### config.mk
export PLATFORM = sky130hd
export DESIGN_NAME = watchdog_supervisor
export DESIGN_NICKNAME = d
export VERILOG_FILES = /design/src/rtl/watchdog_supervisor_pkg.sv /design/src/rtl/watchdog_supervisor_sat_counter.sv /design/src/rtl/watchdog_supervisor.sv
export SDC_FILE = /design/constraint.sdc
export NUM_CORES = 1
export LEC_CHECK = 0
export CAP_MARGIN = 0
export CORE_MARGIN = 5
export CORE_UTILIZATION = 47
export DETAILED_ROUTE_END_ITERATION = 16
export GPL_TIMING_DRIVEN = 0
export PLACE_DENSITY = 0.81
export SYNTH_ARGS = -nofsm -noshare
export SYNTH_HDL_FRONTEND = slang
export SYNTH_SLANG_ARGS = --single-unit
### constraint.sdc
create_clock -name i_clk_p -period 4.9 [get_ports i_clk_p]
set_input_delay 0.98 -clock i_clk_p [delete_from_list [all_inputs] [get_ports i_clk_p]]
set_output_delay 0.98 -clock i_clk_p [all_outputs]
set_load 0.03 [all_outputs]
### src/rtl/watchdog_supervisor_pkg.sv
// Shared SPI-side definitions for the watchdog supervisor: FSM state type and
// default widths for the watchdog cycle count and the timeout error counter.
package watchdog_supervisor_pkg;

  localparam int WDT_N     = 4;
  localparam int WDT_ERR_M = 8;

  typedef enum logic [2:0] {
    IDLE   = 3'd0,
    ARM    = 3'd1,
    WAIT   = 3'd2,
    DISARM = 3'd3,
    FAULT  = 3'd4
  } wdt_sup_state_t;

endpackage

### src/rtl/watchdog_supervisor_sat_counter.sv
// Saturating event counter. A clear in the same cycle as an increment leaves
// the count at 1: the clear applies first, then the increment.
module sat_counter #(
  parameter int M = 8
) (
  input  logic         i_clk_p,
  input  logic         i_rst_p,
  input  logic         inc,
  input  logic         clr,
  output logic [M-1:0] count
);

  localparam logic [M-1:0] MAX_COUNT = '1;

  // Count up on inc, stick at all-ones, clear-then-increment on clr.
  always_ff @(posedge i_clk_p) begin
    if (i_rst_p) begin
      count <= '0;
    end else if (clr) begin
      count <= inc ? M'(1) : '0;
    end else if (inc && (count != MAX_COUNT)) begin
      count <= count + M'(1);
    end
  end

endmodule

### src/rtl/watchdog_supervisor.sv
// Control-side supervisor for the SPI watchdog. Arms the watchdog when a
// transaction starts, re-arms it on kick, disarms it on completion, and turns
// a watchdog interrupt into an abort pulse, a sticky host interrupt and a
// saturating timeout count.
//
// Handshake: i_start, i_done, i_ack and i_clr are single-cycle pulses sampled
// on the rising edge; o_we is a one-cycle load strobe with o_cycles valid in
// the same cycle; o_abort is a one-cycle pulse the SPI engine must act on.
// There is no back-pressure on any of these signals.
module watchdog_supervisor
  import watchdog_supervisor_pkg::*;
#(
  parameter int N = WDT_N,
  parameter int M = WDT_ERR_M
) (
  input  logic           i_clk_p,
  input  logic           i_rst_p,
  input  logic [N-1:0]   i_timeout,
  input  logic           i_start,
  input  logic           i_done,
  input  logic           i_inter,
  input  logic           i_ack,
  input  logic           i_clr,
  output logic [N-1:0]   o_cycles,
  output logic           o_we,
  output logic           o_abort,
  output logic           o_timeout_irq,
  output logic [M-1:0]   o_err_cnt,
  output logic           o_busy,
  output wdt_sup_state_t o_state
);

  wdt_sup_state_t state;
  wdt_sup_state_t state_nxt;
  logic [N-1:0]   s_timeout;
  logic [N-1:0]   s_timeout_nxt;
  logic           fault_entry;

  // Next-state decode; in WAIT completion beats kick, and kick beats timeout.
  always_comb begin
    state_nxt     = state;
    s_timeout_nxt = s_timeout;
    case (state)
      IDLE: begin
        if (i_start && (i_timeout != '0)) begin
          state_nxt     = ARM;
          s_timeout_nxt = i_timeout;
        end
      end
      ARM: begin
        state_nxt = WAIT;
      end
      WAIT: begin
        if (i_done) begin
          state_nxt = DISARM;
        end else if (i_start) begin
          s_timeout_nxt = i_timeout;
          state_nxt     = (i_timeout != '0) ? ARM : DISARM;
        end else if (i_inter) begin
          state_nxt = FAULT;
        end
      end
      DISARM: begin
        state_nxt = IDLE;
      end
      FAULT: begin
        state_nxt = IDLE;
      end
      default: begin
        state_nxt = IDLE;
      end
    endcase
  end

  // FAULT is always left after one cycle, so every transition into it is a
  // fresh timeout event.
  assign fault_entry = (state_nxt == FAULT) && (state != FAULT);

  // State register with Moore outputs registered from the next state, so each
  // output lines up with the state it belongs to.
  always_ff @(posedge i_clk_p) begin
    if (i_rst_p) begin
      state     <= IDLE;
      s_timeout <= '0;
      o_we      <= 1'b0;
      o_cycles  <= '0;
      o_abort   <= 1'b0;
      o_busy    <= 1'b0;
    end else begin
      state     <= state_nxt;
      s_timeout <= s_timeout_nxt;
      o_we      <= (state_nxt == ARM) || (state_nxt == DISARM) || (state_nxt == FAULT);
      o_cycles  <= (state_nxt == ARM) ? s_timeout_nxt : '0;
      o_abort   <= (state_nxt == FAULT);
      o_busy    <= (state_nxt != IDLE);
    end
  end

  // Sticky host interrupt; a new timeout wins over a simultaneous acknowledge.
  always_ff @(posedge i_clk_p) begin
    if (i_rst_p) begin
      o_timeout_irq <= 1'b0;
    end else if (fault_entry) begin
      o_timeout_irq <= 1'b1;
    end else if (i_ack) begin
      o_timeout_irq <= 1'b0;
    end
  end

  sat_counter #(
    .M (M)
  ) u_err_cnt (
    .i_clk_p (i_clk_p),
    .i_rst_p (i_rst_p),
    .inc     (fault_entry),
    .clr     (i_clr),
    .count   (o_err_cnt)
  );

  assign o_state = state;

endmodule

# ---- Word-level counts from Yosys, hierarchy flattened
# Cells that the tools add are included.
dict set report word_totals {
  ff_bits 23
  in_bits 11
  out_inout_bits 19
  elab_cells 43
}
dict set report op_classes {
  addsub 1
  n_eq_ne 7
  mux 15
  bitwise_logic 1
  reduce_logical 11
}
# operator count
set op_table {}
lappend op_table {{2-to-1 mux 8 bit} 2}
lappend op_table {{2-to-1 mux 3 bit} 4}
lappend op_table {{2-to-1 mux 4 bit} 3}
lappend op_table {{one-hot mux 3 bit (3 select lines)} 1}
lappend op_table {{adder 8 x 1 -> 8 bit, second input constant} 1}
lappend op_table {{!= test 8 bit, second input constant} 1}
lappend op_table {{one-hot mux 4 bit (2 select lines)} 1}
lappend op_table {{equality test 3 x 1 -> 1 bit, second input constant} 2}
lappend op_table {{equality test 3 x 2 -> 1 bit, second input constant} 2}
lappend op_table {{nonzero test 2 bit} 2}
lappend op_table {{nonzero test 4 bit} 1}
lappend op_table {{equality test 3 bit, second input constant} 1}
lappend op_table {{logical AND 1 bit} 3}
lappend op_table {{logical NOT 3 bit} 1}
lappend op_table {{2-to-1 mux 1 bit} 3}
lappend op_table {{!= test 3 bit, second input constant} 1}
lappend op_table {{nonzero test 3 bit} 1}
lappend op_table {{logical OR 1 bit} 2}
lappend op_table {{2-to-1 mux 2 bit} 1}
lappend op_table {{OR reduction 2 bit} 1}
lappend op_table {{inverter 1 bit} 1}

# ---- Logic depth before layout (Yosys ltp)
# Gate-level depths: netlist of run 1.
dict set report depth {
  ltp_word 10
  depth_mapped 5
  ltp_nobuf 5
}

# ---- Modules after synthesis
# Synthesis of run 1 repeated with hierarchy kept, for this count alone.
dict set report hier_totals {
  hier_cells 116
  area_unflattened_um2 1056.0
}
# module instances cells_each area_per_inst_um2
set modules_own_cells {}
lappend modules_own_cells {watchdog_supervisor 1 63 611.8}
lappend modules_own_cells {sat_counter 1 53 444.2}

# ---- Worst setup path before layout of run 1
# No wires, ideal clock.
dict set report synth_timing {
  path_type {input to register}
  startpoint {input port i_done}
  endpoint {register u_err_cnt.count[7]}
  setup_time_ns 0.070
  arrival_ns 2.310
  required_ns 4.830
  path_slack_ns 2.520
  cell_stages 4
  path_buffers 0
  cell_sequence {or3b_2 -> or3_1 -> or4_1 -> a21oi_1}
}
dict set report synth_between {
  elab_chain_len 6
}
# item line
set synth_lines {}
lappend synth_lines {{from (decl)} watchdog_supervisor.sv:20} ;# input logic i_done,
lappend synth_lines {{2-to-1 mux 3 bit} watchdog_supervisor.sv:54} ;# if (i_done) begin
lappend synth_lines {{one-hot mux 3 bit (3 select lines)} watchdog_supervisor.sv:43} ;# case (state)
lappend synth_lines {{equality test 3 bit} watchdog_supervisor.sv:77} ;# assign fault_entry = (state_nxt == FAULT) && (state != FAULT);
lappend synth_lines {{logical AND 1 bit} watchdog_supervisor.sv:77}
lappend synth_lines {{logical AND 1 bit} watchdog_supervisor_sat_counter.sv:21} ;# end else if (inc && (count != MAX_COUNT)) begin
lappend synth_lines {{nonzero test 2 bit (no line)} -}
lappend synth_lines {{to (signal assigned)} watchdog_supervisor_sat_counter.sv:20} ;# count <= inc ? M'(1) : '0;
lappend synth_lines {{to (signal assigned)} watchdog_supervisor_sat_counter.sv:22} ;# count <= count + M'(1);
lappend synth_lines {{to (decl)} watchdog_supervisor_sat_counter.sv:10} ;# output logic [M-1:0] count
# No other way between the ends.
# A chain may end at the register's enable or synchronous reset.

# ---- Worst setup path in the final report of run 1
dict set report layout_timing {
  startpoint {input port i_start}
  endpoint {register u_err_cnt.count[3]}
}
dict set report layout_between {
  elab_chain_len 7
  elab_cells_between_ends 9
}
# item line
set layout_lines {}
lappend layout_lines {{from (decl)} watchdog_supervisor.sv:19} ;# input logic i_start,
lappend layout_lines {{2-to-1 mux 3 bit or logical AND 1 bit (tied branches)} {watchdog_supervisor.sv:56, watchdog_supervisor.sv:45}}
lappend layout_lines {{2-to-1 mux 3 bit (on tied branches)} {watchdog_supervisor.sv:54, watchdog_supervisor.sv:45}}
lappend layout_lines {{one-hot mux 3 bit (3 select lines) *} watchdog_supervisor.sv:43}
lappend layout_lines {{equality test 3 bit *} watchdog_supervisor.sv:77}
lappend layout_lines {{logical AND 1 bit *} watchdog_supervisor.sv:77}
lappend layout_lines {{logical AND 1 bit *} watchdog_supervisor_sat_counter.sv:21}
lappend layout_lines {{nonzero test 2 bit (no line) *} -}
# Every way passes the cells marked *; elsewhere a longest branch is shown, timed or not.

==> impl_metrics.ini, run 1 <==
[run_status]
status = finished, final reports clean

[power_and_ir_drop]
power_mw = 0.331
p_leak_nw = 0.443
power_density_nw_per_um2 = 256
vdd_drop_max_uv = 179

[synthesis]
synth_edf_count = 0
ys_types = 34
synth.top_cell.area_share = 0.490
synth.ff_latch_count = 23
syn_inst = 104
synth_top_area_cell = dfxtp_1
syn-num-nets = 116
synthFlopType = dfxtp_1
syn_area_um2 = 940
async_reset_ff_frac = 0
ys_seq_area_frac = 0.490
synth.avg_cell_area_um2 = 9.04
synthMostInstantiatedCell = dfxtp_1
synth_top_cells_by_count = dfxtp_1, nor2_1, a21oi_1
synth.area.top_cells = dfxtp_1, nor2_1, a22oi_1
ys_warn_count = 0

[cts]
cts-hold-fix-buffers = 0
cts_buffer_depth = 2
h-tree-depth = 1
clk_latency_ns = 0.30
path_clk_slew_ns = 0.12
clock_sinks = 23
root_buffer = clkbuf_4
tritoncts = done
numCtsBuffers = 3
cts_resized = 0
post_cts_buffers = 0

[worst_setup_path]
cp.required_ns = 5.13
reg2reg_depth = 4
critical_path_class = input port to register
critPathMaxStageDelay_ns = 0.54
critPathSlowestCell = nor3b_1
crit_chain = clkdlybuf4s50_1, nor3b_1, o211ai_1, or3_1, a21oi_1
crit_arrival_ns = 3.00
r2r_slack_ns = 3.02
cp_max_fo = 6
startpoint_type = input port
critPathCaptureType = register

[placement]
placed_area_um2 = 1260
place_congestion = 0.812
io_buffers = 29
hpwl_um = 1760

[layout]
final_nets = 150
layout-drive-gt1-share = 0.0584
fin_area_um2 = 1290
area_growth_pct = 37.3
fill_cells = 170
diodes = 0
multi_input_area_um2 = 460
seqCellArea_um2 = 460

[drt]
ant_nets = 0
first_iter_violations = 26
wirelength_um = 2270
via_per_inst = 5.60
dr.pass1.iters = 4
wl_per_cell_um = 13.8
routed-via-count = 918
post-route-drc-count = 0

[grt]
grt_pass1_wl_um = 3710
grt_pass1_vias = 866
grt-ovfl-total = 0
grt_usage = 0.169
antenna_found_initial = 0
grt_max_degree = 13

[die]
dieArea_um2 = 2990
fp.dieH_um = 54.7
die_x_um = 54.7
rows = 16
io_pins = 30
core_um2 = 1940
start_util = 0.484

[timing]
hold_violations = 0
worst_pin_slew_ns = 0.619
tns_ns = 0
rsz0062_at_grt = no
skew_ns = 0.00213
maxSlewViolCount = 0
slew_headroom = 0.577
setup_viol = 0
finalCritPeriodShare = 0.564
fmax_mhz = 362
period_needed_ns = 2.76

[hold_path]
hold_depth = 2
hold_class = register to register

[job]
maxCapViolCount = 0
==> cells by family (layout without fill, tap and decap cells) <==
logic type | Yosys count | after routing | synth area share
simple gates | 48 | 48 | 0.273
flops | 23 | 23 | 0.490
buf+inv | 5 | 38 | 0.0200
mux | 2 | 2 | 0.0226
compound gates | 24 | 24 | 0.172
fa+ha+maj | 1 | 1 | 0.0133
xor+xnor | 1 | 1 | 0.00932
==> layout by cell type (no fill, tap or decap), types with 2 or more instances in the layout <==
cell type,synthesis,final
or2_2,2,2
clkbuf_4,0,3
clkbuf_1,1,2
or4_1,2,2
clkdlybuf4s50_1,0,29
nand4_1,3,3
nor3b_1,2,2
nand3_1,4,4
inv_1,3,3
o31ai_1,2,2
nor3_1,2,2
o21ai_0,3,3
a22oi_1,5,5
a31oi_1,2,2
and3_1,3,3
nor2_1,16,16
dfxtp_1,23,23
or3_1,3,3
o2111ai_1,2,2
a21oi_1,6,6
nand2_1,5,5
==> metal layers <==
layer,track usage,wire length [µm]
met5,0,0
met4,0.0581,25
met3,0.0272,133
met2,0.276,1070
met1,0.224,1040
==> sequential cells by signal, summed over array words and instances (netlist names) <==
name / count
s_timeout: 4
o_we: 1
u_err_cnt.count: 8
o_cycles: 4
o_timeout_irq: 1
o_abort: 1
o_busy: 1
o_state: 3
==> power breakdown <==
group / switching (mW) / internal, mW
clock: 0.0524 / 0.0317
sequential: 0.00379 / 0.193
combinational: 0.0271 / 0.0225
==> stage by stage <==
step                utilization  cells  hold slack, ns  worst slack [ns]
finish                    0.664    164           0.485              2.14
global placement          0.651    160           0.461              1.95
global route              0.664    164           0.521              2.04
floorplan                     -    104           0.460              2.52
detailed placement        0.651    160           0.469              1.89
CTS                       0.664    164           0.486              2.18
==> cell type report <==
type | count | share of cell area
inverters | 3 | 0.00873
flip-flops and latches | 23 | 0.357
clock buffers | 4 | 0.0204
plain buffers | 2 | 0.00582
well taps | 27 | 0.0262
repair buffers | 29 | 0.225
multi-input cells | 76 | 0.357
==> critical path, delay by kind of cell <==
kind,cells,cell delay [ns]
buffers and inverters,1,0.50
AOI/OAI and AO/OA,2,0.54
and+or+nand+nor,2,0.98
==> path summary, 6_finish.rpt <==
path,start,end
max,i_start,u_err_cnt.count[3]$_SDFFE_PP0P_
min,o_timeout_irq$_SDFFE_PP0P_,o_timeout_irq$_SDFFE_PP0P_
max reg2reg,o_state[1]$_SDFF_PP0_,u_err_cnt.count[7]$_SDFFE_PP0P_
min reg2reg,o_timeout_irq$_SDFFE_PP0P_,o_timeout_irq$_SDFFE_PP0P_
No activity file was read; power rests on OpenSTA's default activity.
==> run 2, diff against run 1 <==
--- a/config.mk
+++ b/config.mk
@@ -7,10 +7,10 @@
 export LEC_CHECK = 0
 export CAP_MARGIN = 0
 export CORE_MARGIN = 5
-export CORE_UTILIZATION = 47
+export CORE_UTILIZATION = 40
 export DETAILED_ROUTE_END_ITERATION = 16
 export GPL_TIMING_DRIVEN = 0
-export PLACE_DENSITY = 0.81
+export PLACE_DENSITY = 0.73
 export SYNTH_ARGS = -nofsm -noshare
 export SYNTH_HDL_FRONTEND = slang
 export SYNTH_SLANG_ARGS = --single-unit
==> constraint.sdc (replaced) <==
create_clock -name i_clk_p -period 2.3 [get_ports i_clk_p]
set_input_delay 0.46 -clock i_clk_p [delete_from_list [all_inputs] [get_ports i_clk_p]]
set_output_delay 0.46 -clock i_clk_p [all_outputs]
set_load 0.03 [all_outputs]
==> run 2 against run 1 <==
  * Register-to-register slack got worse by 2.6 ns
  * Final area increased by 0.48%
  * Flip-flop and latch count unchanged
  * Power increased by 110%
  * Via count decreased by 0.33%
  * Die area increased by 14%
  * Wire length decreased by 2.2%
  * Final cell count increased by 0.61%
  * Critical endpoint is now u_err_cnt.count[7]$_SDFFE_PP0P_
  * Largest power group unchanged
==> impl_metrics.ini, run 2 (synthesized netlist as in run 1, its figures left out) <==
[layout]
regMostFlops = u_err_cnt.count
fin_cells = 165
largest_reg_flops = 8
diodes = 0
final_nets = 150
area_growth_pct = 37.9
layout_common_cells = clkdlybuf4s50_1, dfxtp_1, nor2_1
fin_area_um2 = 1300
layout-drive-gt1-share = 0.0657
mostFrequentLayoutCell = clkdlybuf4s50_1
reg_top3 = u_err_cnt.count x8, o_cycles x4, s_timeout x4

[worst_setup_path]
cp.required_ns = 2.55
critPathCaptureType = register
cp_max_fo = 5
r2r_slack_ns = 0.41
critical_path_class = input port to register
startpoint_type = input port
crit_arrival_ns = 2.41

[cts]
numCtsBuffers = 3
post_cts_buffers = 0
tritoncts = done
clk_latency_ns = 0.31
root_buffer = clkbuf_4
path_clk_slew_ns = 0.12
h-tree-depth = 1
clock_sinks = 23
cts_buffer_depth = 2

[power_and_ir_drop]
p_leak_nw = 0.444
power_density_nw_per_um2 = 546
pwr-share-clk = 0.258
internal_power_mw = 0.528
p_switching_mw = 0.181
vdd_drop_max_uv = 418
p_seq_frac = 0.593
combPwrFrac = 0.149
switching_share = 0.255

[die]
start_util = 0.421
io_pins = 30
fp.dieH_um = 58.5
dieArea_um2 = 3420
rows = 17
die_x_um = 58.5
core_um2 = 2230

[drt]
via_per_inst = 5.55
post-route-drc-count = 0
ant_nets = 0
first_iter_violations = 17
wl_per_cell_um = 13.5
dr.pass1.iters = 4
routed-via-count = 915
wirelength_um = 2220

[timing]
tns_ns = 0
whs_ns = 0.487
maxSlewViolCount = 0
rsz0062_at_grt = no
setup_viol = 0
hold_violations = 0
slew_headroom = 0.591
period_needed_ns = 2.17
worst_pin_slew_ns = 0.599
fin_ws_ns = 0.135
skew_ns = 0.0108
finalCritPeriodShare = 0.941
fmax_mhz = 462

[run_status]
status = finished, final reports clean

[grt]
grt-ovfl-total = 0
grt_max_degree = 13
antenna_found_initial = 0
grt_pass1_vias = 833
grt_pass1_wl_um = 3700
grt_usage = 0.138

[job]
maxCapViolCount = 0

[placement]
hpwl_um = 1750
io_buffers = 29
place_congestion = 0.857
placed_area_um2 = 1260
pre_cts_ws_ns = -0.180
dp_cells = 161

[hold_path]
hold_class = register to register
## run 2: cell counts in the layout (fill, tap and decap cells not counted)
No cell type changed its count.
## run 2: critical path: stages
cell and delay, ns:
clkdlybuf4s50_1 0.50, or3b_2 0.56, or3_1 0.35, or4_1 0.39
a21oi_1 0.15
## run 2: final timing paths
check | cells past startpoint | startpoint | to
worst max-delay path | 5 | i_done | u_err_cnt.count[7]$_SDFFE_PP0P_
worst min-delay path | 2 | o_timeout_irq$_SDFFE_PP0P_ | o_timeout_irq$_SDFFE_PP0P_
worst max register to register | 4 | o_state[1]$_SDFF_PP0_ | u_err_cnt.count[7]$_SDFFE_PP0P_
worst min register to register | 2 | o_timeout_irq$_SDFFE_PP0P_ | o_timeout_irq$_SDFFE_PP0P_
## run 2: area by class of cell
type                            count  area [µm²]
Timing Repair Buffer               29         290
Buffer                              2        7.51
Clock buffer                        4        26.3
Tap cell                           28        35.0
Sequential cell                    23         460
Inverter                            3        11.3
Multi-Input combinational cell     76         465
Fill cell                         205         937
## run 2: power by group through the flow
stage,Sequential (mW),Combinational (mW),Clock [mW]
CTS,0.420,0.105,0.187
finish,0.420,0.106,0.183
floorplan,0.445,0.0386,0
detailed placement,0.429,0.105,0
global placement,0.428,0.103,0
global route,0.422,0.114,0.209
## run 2: metal layers
layer	up-vias	share of wire	wire, µm	GRT usage
li1	456	-	-	-
met1	430	0.45	1000	0.178
met2	25	0.48	1060	0.226
met3	4	0.059	132	0.0307
met4	0	0.011	25	0.0430
met5	-	0	0	0
## run 2: timing repair
| action | CTS | global route |
|---|---|---|
| endpoints found under the setup margin | 0 | 1 |
| gates resized for setup | 0 | 1 |
| hold buffers | 0 | 0 |
## run 2: per-stage QoR
stage | util | total power, mW
2_1_floorplan | - | 0.484
3_3_place_gp | 0.566 | 0.531
3_5_place_dp | 0.566 | 0.534
4_1_cts | 0.578 | 0.712
5_1_grt | 0.580 | 0.744
6_report | 0.580 | 0.708
==> run 3, diff against run 2 <==
--- a/config.mk
+++ b/config.mk
@@ -6,11 +6,10 @@
 export NUM_CORES = 1
 export LEC_CHECK = 0
 export CAP_MARGIN = 0
-export CORE_MARGIN = 5
-export CORE_UTILIZATION = 40
+export CORE_MARGIN = 2
+export CORE_UTILIZATION = 25
 export DETAILED_ROUTE_END_ITERATION = 16
 export GPL_TIMING_DRIVEN = 0
-export PLACE_DENSITY = 0.73
 export SYNTH_ARGS = -nofsm -noshare
 export SYNTH_HDL_FRONTEND = slang
 export SYNTH_SLANG_ARGS = --single-unit
==> run 3 against run 2 <==
  * Utilization is 21 points lower
  * Maximum frequency down 1.8%
  * Critical path type unchanged
  * Register-to-register slack better by 0.02 ns
  * Final cell count is 12% higher
  * Wire length down 1.8%
  * Largest cell class unchanged
  * Combinational power barely moved
  * Final area rose by 3.5%
  * Via count fell by 1.6%
  * Sequential share of layout area down 1.2 points
==> impl_metrics.ini, run 3 (synthesized netlist as in run 1, its figures left out) <==
[run_status]
status = finished, final reports clean

[die]
core_um2 = 3630
rows = 22
io_pins = 30
dieArea_um2 = 4260
die_x_um = 65.3
fp.dieH_um = 65.3
start_util = 0.259

[drt]
ant_nets = 0
first_iter_violations = 18
dr.pass1.iters = 4
routed-via-count = 900
via_per_inst = 4.86
wl_per_cell_um = 11.8
post-route-drc-count = 0
wirelength_um = 2180

[power_and_ir_drop]
vdd_drop_max_uv = 189
power_mw = 0.770
p_seq_frac = 0.545
switching_share = 0.246
internal_power_mw = 0.580
p_leak_nw = 0.455
p_switching_mw = 0.190
combPwrFrac = 0.136
power_density_nw_per_um2 = 574
pwr-share-clk = 0.319

[timing]
fin_ws_ns = 0.0941
rsz0062_at_grt = no
whs_ns = 0.481
finalCritPeriodShare = 0.959
setup_viol = 0
slew_headroom = 0.606
hold_violations = 0
skew_ns = 0.00498
period_needed_ns = 2.21
maxSlewViolCount = 0
tns_ns = 0
worst_pin_slew_ns = 0.576
fmax_mhz = 453

[layout]
mostFrequentLayoutCell = clkdlybuf4s50_1
layout_common_cells = clkdlybuf4s50_1, dfxtp_1, nor2_1
multi_input_area_um2 = 465
area_growth_pct = 42.7
fill_cells = 387
final_nets = 150
regMostFlops = u_err_cnt.count
seqCellArea_um2 = 460
final_util = 0.369
fin_cells = 185
reg_top3 = u_err_cnt.count x8, o_cycles x4, s_timeout x4
largest_reg_flops = 8
fin_area_um2 = 1340
layout-drive-gt1-share = 0.0730
diodes = 0

[cts]
cts-hold-fix-buffers = 0
path_clk_slew_ns = 0.08
h-tree-depth = 1
numCtsBuffers = 3
root_buffer = clkbuf_8
tritoncts = done
clock_sinks = 23
clk_latency_ns = 0.26
cts_buffer_depth = 2

[placement]
dp_cells = 181
placed_area_um2 = 1290
pre_cts_ws_ns = -0.150
io_buffers = 29
place_congestion = 0.830
hpwl_um = 1700

[worst_setup_path]
r2r_slack_ns = 0.43
critPathMaxStageDelay_ns = 0.54
critPathSlowestCell = or3b_2
timing.rr.start = o_state[1]$_SDFF_PP0_
crit_chain = clkdlybuf4s50_1, or3b_2, or3_1, or4_1, a21oi_1
critical_path_class = input port to register
crit_arrival_ns = 2.41
r2r-end = u_err_cnt.count[7]$_SDFFE_PP0P_
cp.required_ns = 2.50
cp_max_fo = 6
critPathCaptureType = register
startpoint_type = input port
reg2reg_depth = 4

[grt]
grt_usage = 0.111
grt-ovfl-total = 0
grt_pass1_vias = 832
antenna_found_initial = 0
grt_pass1_wl_um = 3620
grt_max_degree = 14

[hold_path]
hold_class = register to register
hold_depth = 2
hold_path_end = o_timeout_irq$_SDFFE_PP0P_
min-delay-start = o_timeout_irq$_SDFFE_PP0P_

[job]
maxCapViolCount = 0
-- run 3: changes by cell type in the layout (fill, tap and decap cells not counted) --
| cell | before | now |
|---|---|---|
| clkbuf_1 | 2 | 1 |
| clkbuf_4 | 3 | 0 |
| clkbuf_8 | 0 | 3 |
| clkinv_2 | 0 | 1 |
-- run 3: timing repair --
action | CTS | global route
resized for setup | 0 | 1
endpoints found under the setup margin | 0 | 1
buffers inserted | 0 | 0
-- run 3: worst max path at each step --
stage | from | end | slack (ns) | cells after the start
after global routing | i_start | u_err_cnt.count[7]$_SDFFE_PP0P_ | 0.02 | 5
after detailed placement | i_start | u_err_cnt.count[7]$_SDFFE_PP0P_ | -0.15 | 5
after floorplan | o_state[1]$_SDFF_PP0_ | u_err_cnt.count[7]$_SDFFE_PP0P_ | 0.37 | 4
after global placement | i_done | u_err_cnt.count[7]$_SDFFE_PP0P_ | -0.13 | 5
final | i_start | u_err_cnt.count[7]$_SDFFE_PP0P_ | 0.09 | 5
after CTS | i_start | u_err_cnt.count[7]$_SDFFE_PP0P_ | 0.12 | 5
-- run 3: critical path, delay by kind of cell --
| family | cells | cell delay, ns |
|---|---|---|
| AND/OR/NAND/NOR | 3 | 1.28 |
| AO/OA/AOI/OAI | 1 | 0.15 |
| buffers and inverters | 1 | 0.52 |
-- run 3: area by class of cell --
| type | count | share of cell area |
|---|---|---|
| Buffer | 2 | 0.00560 |
| Timing Repair Buffer | 29 | 0.216 |
| Sequential cell | 23 | 0.343 |
| Clock inverter | 1 | 0.00373 |
| Inverter | 3 | 0.00840 |
| Clock buffer | 3 | 0.0308 |
| Multi-Input combinational cell | 76 | 0.347 |
| Tap cell | 48 | 0.0448 |
-- run 3: routing by layer --
metal | part of all wire | global-route usage
met1 | 0.47 | 0.140
met2 | 0.47 | 0.175
met3 | 0.044 | 0.0274
met4 | 0.022 | 0.0547
met5 | 0 | 0
-- run 3: power groups by stage --
| stage | clock network, mW | logic (mW) | registers (mW) |
|---|---|---|---|
| 4_1_cts | 0.250 | 0.104 | 0.420 |
| 2_1_floorplan | 0 | 0.0386 | 0.445 |
| 5_1_grt | 0.266 | 0.114 | 0.422 |
| 6_report | 0.246 | 0.105 | 0.420 |
| 3_3_place_gp | 0 | 0.103 | 0.428 |
| 3_5_place_dp | 0 | 0.104 | 0.429 |
